==> src/rtl/nand4_sweep_ctrl.sv <==
// nand4_sweep_ctrl: steps a 4-bit vector through an external 4-input NAND.
// The sweep runs from lo to hi and wraps modulo 16. Each vector is held
// for SETTLE cycles and then y is sampled. The block counts the sampled
// ones and records the first vector where y differs from the ideal NAND.
module nand4_sweep_ctrl #(
   parameter int unsigned SETTLE = 1
) (
   input  logic       clk,
   input  logic       rst,
   input  logic       start,
   input  logic [3:0] lo,
   input  logic [3:0] hi,
   output logic [3:0] a_out,
   input  logic       y_in,
   output logic       busy,
   output logic       done,
   output logic [4:0] ones_cnt,
   output logic       err,
   output logic [3:0] err_vec
);

   typedef enum logic [1:0] {
      S_IDLE,
      S_WAIT,
      S_SAMPLE,
      S_DONE
   } state_t;

   localparam logic [3:0] SETTLE_LD = 4'(SETTLE);

   state_t     state_q, state_d;
   logic [3:0] a_q,     a_d;
   logic [3:0] hi_q,    hi_d;
   logic [3:0] cnt_q,   cnt_d;
   logic [4:0] ones_q,  ones_d;
   logic       err_q,   err_d;
   logic [3:0] errv_q,  errv_d;

   // State and datapath registers; reset clears everything without a clock.
   always_ff @(posedge clk or posedge rst) begin
      if (rst) begin
         state_q <= S_IDLE;
         a_q     <= '0;
         hi_q    <= '0;
         cnt_q   <= '0;
         ones_q  <= '0;
         err_q   <= 1'b0;
         errv_q  <= '0;
      end else begin
         state_q <= state_d;
         a_q     <= a_d;
         hi_q    <= hi_d;
         cnt_q   <= cnt_d;
         ones_q  <= ones_d;
         err_q   <= err_d;
         errv_q  <= errv_d;
      end
   end

   // Next-state logic. All results hold their values unless a state updates them.
   // lo is loaded straight into a_q, so only hi needs a separate latch.
   always_comb begin
      state_d = state_q;
      a_d     = a_q;
      hi_d    = hi_q;
      cnt_d   = cnt_q;
      ones_d  = ones_q;
      err_d   = err_q;
      errv_d  = errv_q;
      case (state_q)
         S_IDLE: begin
            if (start) begin
               hi_d    = hi;
               a_d     = lo;
               ones_d  = '0;
               err_d   = 1'b0;
               errv_d  = '0;
               cnt_d   = SETTLE_LD;
               state_d = S_WAIT;
            end
         end
         S_WAIT: begin
            if (cnt_q != '0) begin
               cnt_d = cnt_q - 4'd1;
            end
            if (cnt_q <= 4'd1) begin
               state_d = S_SAMPLE;
            end
         end
         S_SAMPLE: begin
            ones_d = ones_q + {4'b0000, y_in};
            if ((y_in != ~&a_q) && !err_q) begin
               err_d  = 1'b1;
               errv_d = a_q;
            end
            if (a_q == hi_q) begin
               state_d = S_DONE;
            end else begin
               a_d     = a_q + 4'd1;
               cnt_d   = SETTLE_LD;
               state_d = S_WAIT;
            end
         end
         S_DONE: begin
            state_d = S_IDLE;
         end
         default: begin
            state_d = S_IDLE;
         end
      endcase
   end

   // Status outputs are decoded from the state, so they follow an asynchronous reset at once.
   always_comb begin
      busy     = (state_q == S_WAIT) || (state_q == S_SAMPLE);
      done     = (state_q == S_DONE);
      a_out    = a_q;
      ones_cnt = ones_q;
      err      = err_q;
      err_vec  = errv_q;
   end

endmodule
==> config.mk <==
export PLATFORM = sky130hd
export DESIGN_NAME = nand4_sweep_ctrl
export DESIGN_NICKNAME = d
export VERILOG_FILES = /design/src/rtl/nand4_sweep_ctrl.sv
export SDC_FILE = /design/constraint.sdc
export NUM_CORES = 1
export LEC_CHECK = 0
export CORE_ASPECT_RATIO = 1.25
export CORE_MARGIN = 2
export CORE_UTILIZATION = 40
export DETAILED_ROUTE_END_ITERATION = 8
export SYNTH_ARGS = -nofsm -noshare
export SYNTH_HDL_FRONTEND = slang
export SYNTH_SLANG_ARGS = --single-unit
export TNS_END_PERCENT = 100
==> constraint.sdc <==
create_clock -name clk -period 2.5 [get_ports clk]
set_input_delay 0.375 -clock clk [delete_from_list [all_inputs] [get_ports clk]]
set_output_delay 0.375 -clock clk [all_outputs]
set_load 0.05 [all_outputs]
==> out/qor.json <==
{
  "max-vdd-ir-drop_v": 0.0005923,
  "tritoncts_clock_tree": "yes",
  "layoutNonFillerInstCount": 209,
  "dp_hpwl_um": 2597,
  "proportion_of_netlist_area_held_by_the_largest_area_contributor_pct": 39.97,
  "antenna_found_initial": 0,
  "final-setup-viol-count": 0,
  "floorplan.initialDensity_pct": 42.41,
  "setup_tns_ps": 0,
  "grt_pass1_vias": 1205,
  "nets": 194,
  "syn-mean-instance-area_um2": 10.66,
  "timing.critical_path.arrival_ps": 1920,
  "drv_cap": 0,
  "timing.final.crit_share_pct": 91.61,
  "worst-r2r-setup-slack_ps": 550,
  "synth_sequential_area_ratio_pct": 39.97,
  "crit_path_cell_trace": "inv_1 -> ha_1 -> clkdlybuf4s50_1",
  "final_replace_weighted_congestion": 0.8565,
  "worstSetupPathType": "reg2out",
  "worst_flop_to_flop_path_endpoint": "err_vec[1]",
  "crit_required_ps": 2120,
  "tightestPinTransition_ps": 660.5,
  "endpoint_kind": "output pin",
  "die_y_um": 72.53,
  "routed_wirelength_um": 3393,
  "filler_cell_count": 329,
  "internal-power_mw": 1.377,
  "drt_drc_violations_left": 0,
  "die_area_um2": 4266,
  "powerDensity_nw_per_um2": 1431,
  "netlist_top_cells_area": "sky130_fd_sc_hd__dfrtp_1 (40%), sky130_fd_sc_hd__ha_1 (9.2%), sky130_fd_sc_hd__mux2_2 (4.5%)",
  "seq_power_share_pct": 27.3,
  "worst_setup_hold_path_clk_slew_ps": 90,
  "grt_setup_unrepaired": "false",
  "postRouteAntennaNets": 0,
  "place_ws_ps": 454.4,
  "wire_length_of_the_first_global_routing_pass_um": 5768,
  "final_cell_area_um2": 1881,
  "routed_via_count": 1235,
  "setup_slack_ps": 209.8,
  "drt_pass1_iterations": 4,
  "leakagePower_nw": 0.8089,
  "dpl_cell_area_um2": 1809,
  "tritoncts_buffers": 3,
  "numClockSinks": 24,
  "max-clock-path-buffers": 2,
  "netlist_area_um2": 1503,
  "number_of_drc_violations_after_detailed_routing_iteration_0": 56,
  "power.net_switching_mw": 1.314,
  "worstPathMaxFanout": 6,
  "hold_viol": 0,
  "startpoint_type_of_the_worst_setup_path": "flop",
  "clock_power_share_pct": 12.8,
  "port_buffer_count": 27,
  "timing.clock.skew_ps": 9.925,
  "post_cts_hold_buffer_count": 0,
  "clock_latency_ps": 270,
  "total_number_of_h_tree_levels": 1,
  "ys_dominant_reg_cell": "sky130_fd_sc_hd__dfrtp_1",
  "power_frac_comb_pct": 59.9,
  "synth_nets": 164,
  "postCtsSetupRepairBufs": 0,
  "synthDistinctLibCells": 51,
  "detail_route.vias_per_cell": 5.909,
  "worst-r2r-cell-count": 5,
  "core-area_um2": 3543,
  "synth_warnings": 0,
  "status": "completed",
  "overflow": 0,
  "total_power_mw": 2.691,
  "swShare_pct": 48.84,
  "cpPeakStageDelay_ps": 790,
  "floorplan.io_pins": 28,
  "areaGrowthSynthToFinish_pct": 25.15,
  "grt_max_degree": 25,
  "clk_root_buffer_cell": "sky130_fd_sc_hd__clkbuf_8",
  "hold_class": "in2async",
  "finalMaxSlewViolations": 0,
  "wire_per_inst_um": 16.23,
  "netlist_instances": 141,
  "post-synth-top-count-cell": "sky130_fd_sc_hd__dfrtp_1",
  "std_cell_rows": 24,
  "yosysTopAreaCell": "sky130_fd_sc_hd__dfrtp_1",
  "dpl.cell_count": 205,
  "post_cts_resize_count": 0,
  "relSlewSlack_pct": 55.70,
  "synth.ff_latch_count": 24,
  "r2r-start": "state_q[0]",
  "crit_slowest_cell": "sky130_fd_sc_hd__clkdlybuf4s50_1",
  "post_route_cells_drive_above_1_share_pct": 16.47,
  "synth_async_sr_flop_share_pct": 100.0,
  "diodes": 0,
  "horiz_die_dim_um": 58.82,
  "finalCriticalPeriod_ps": 2290,
  "synth_edf_count": 0,
  "fmax_mhz": 436.6,
  "grt_use_total_pct": 17.43,
  "synth_common_cells": "sky130_fd_sc_hd__dfrtp_1 (24), sky130_fd_sc_hd__ha_1 (11), sky130_fd_sc_hd__inv_1 (9), sky130_fd_sc_hd__nand2_1 (9), sky130_fd_sc_hd__a21oi_1 (7)"
}
[worst max-delay path by stage]
stage | startpoint | to | slack [ps]
2_1_floorplan | a_out[3] | a_out[3] | 590
3_3_place_gp | start | cnt_q[1] | 490
3_5_place_dp | start | err_vec[1] | 450
4_1_cts | state_q[0] | busy | 200
5_1_grt | state_q[0] | busy | 110
6_report | state_q[0] | busy | 210
[power by group through the flow]
stage | clock network (mW) | logic (mW) | registers (mW)
4_1_cts | 0.350 | 1.62 | 0.738
6_report | 0.345 | 1.61 | 0.735
2_1_floorplan | 0 | 0.984 | 0.951
3_3_place_gp | 0 | 1.59 | 0.735
3_5_place_dp | 0 | 1.61 | 0.745
5_1_grt | 0.370 | 1.74 | 0.768
[layout make-up]
| type | instances | area [um^2] | share of cell area (%) |
|---|---|---|---|
| sequential | 24 | 600.6 | 31.94 |
| clock buffer | 3 | 41.29 | 2.196 |
| tap | 39 | 48.80 | 2.595 |
| timing repair buffer | 30 | 292.8 | 15.57 |
| multi-input combinational | 102 | 829.5 | 44.11 |
| inverter | 10 | 37.54 | 1.996 |
| clock inverter | 1 | 30.03 | 1.597 |
[per-layer routing]
layer | up-vias | share of wire, % | track usage (%)
met5 | - | 0 | 0
met4 | 0 | 0.85 | 4.293
met3 | 5 | 2.5 | 2.317
met2 | 25 | 53 | 30.37
met1 | 616 | 44 | 22.59
li1 | 589 | - | -
[cell families after synthesis]
logic type / Yosys count / share of synthesized area [%]
and+or+nand+nor: 40 / 16.49
AOI/OAI and AO/OA: 38 / 19.73
DFF: 24 / 39.97
buffers and inverters: 15 / 4.829
adders and majority gates: 11 / 9.159
muxes: 9 / 6.494
xor gates and xnor gates: 4 / 3.331
[cell usage in the layout, fill, tap and decap left out, types with 4 or more instances in the layout]
cell type and count:
sky130_fd_sc_hd__dfrtp_1 24, sky130_fd_sc_hd__o21ai_0 4, sky130_fd_sc_hd__mux2_2 6, sky130_fd_sc_hd__nor2_1 5, sky130_fd_sc_hd__clkdlybuf4s50_1 27, sky130_fd_sc_hd__ha_1 11, sky130_fd_sc_hd__nand2_1 9, sky130_fd_sc_hd__a21oi_1 7
sky130_fd_sc_hd__a32o_1 6, sky130_fd_sc_hd__inv_1 9
[stage by stage]
stage               util, %  hold slack [ps]
floorplan                 -            389.6
global placement      51.06            479.5
detailed placement    51.06            479.8
CTS                   53.07            450.0
global route          53.07            489.0
finish                53.07            432.3
[sequential cells by signal, indices dropped and copies added, names as in the netlist]
| signal | flops |
|---|---|
| err | 1 |
| hi_q | 4 |
| err_vec | 4 |
| cnt_q | 4 |
| ones_cnt | 5 |
| a_out | 4 |
| state_q | 2 |
[critical path, delay by kind of cell, from the launching register on]
family / cells / cell delay (ps)
fa+ha+maj: 1 / 280
flops: 1 / 460
buf+inv: 2 / 900
No activity file was read; power rests on OpenSTA's default activity.
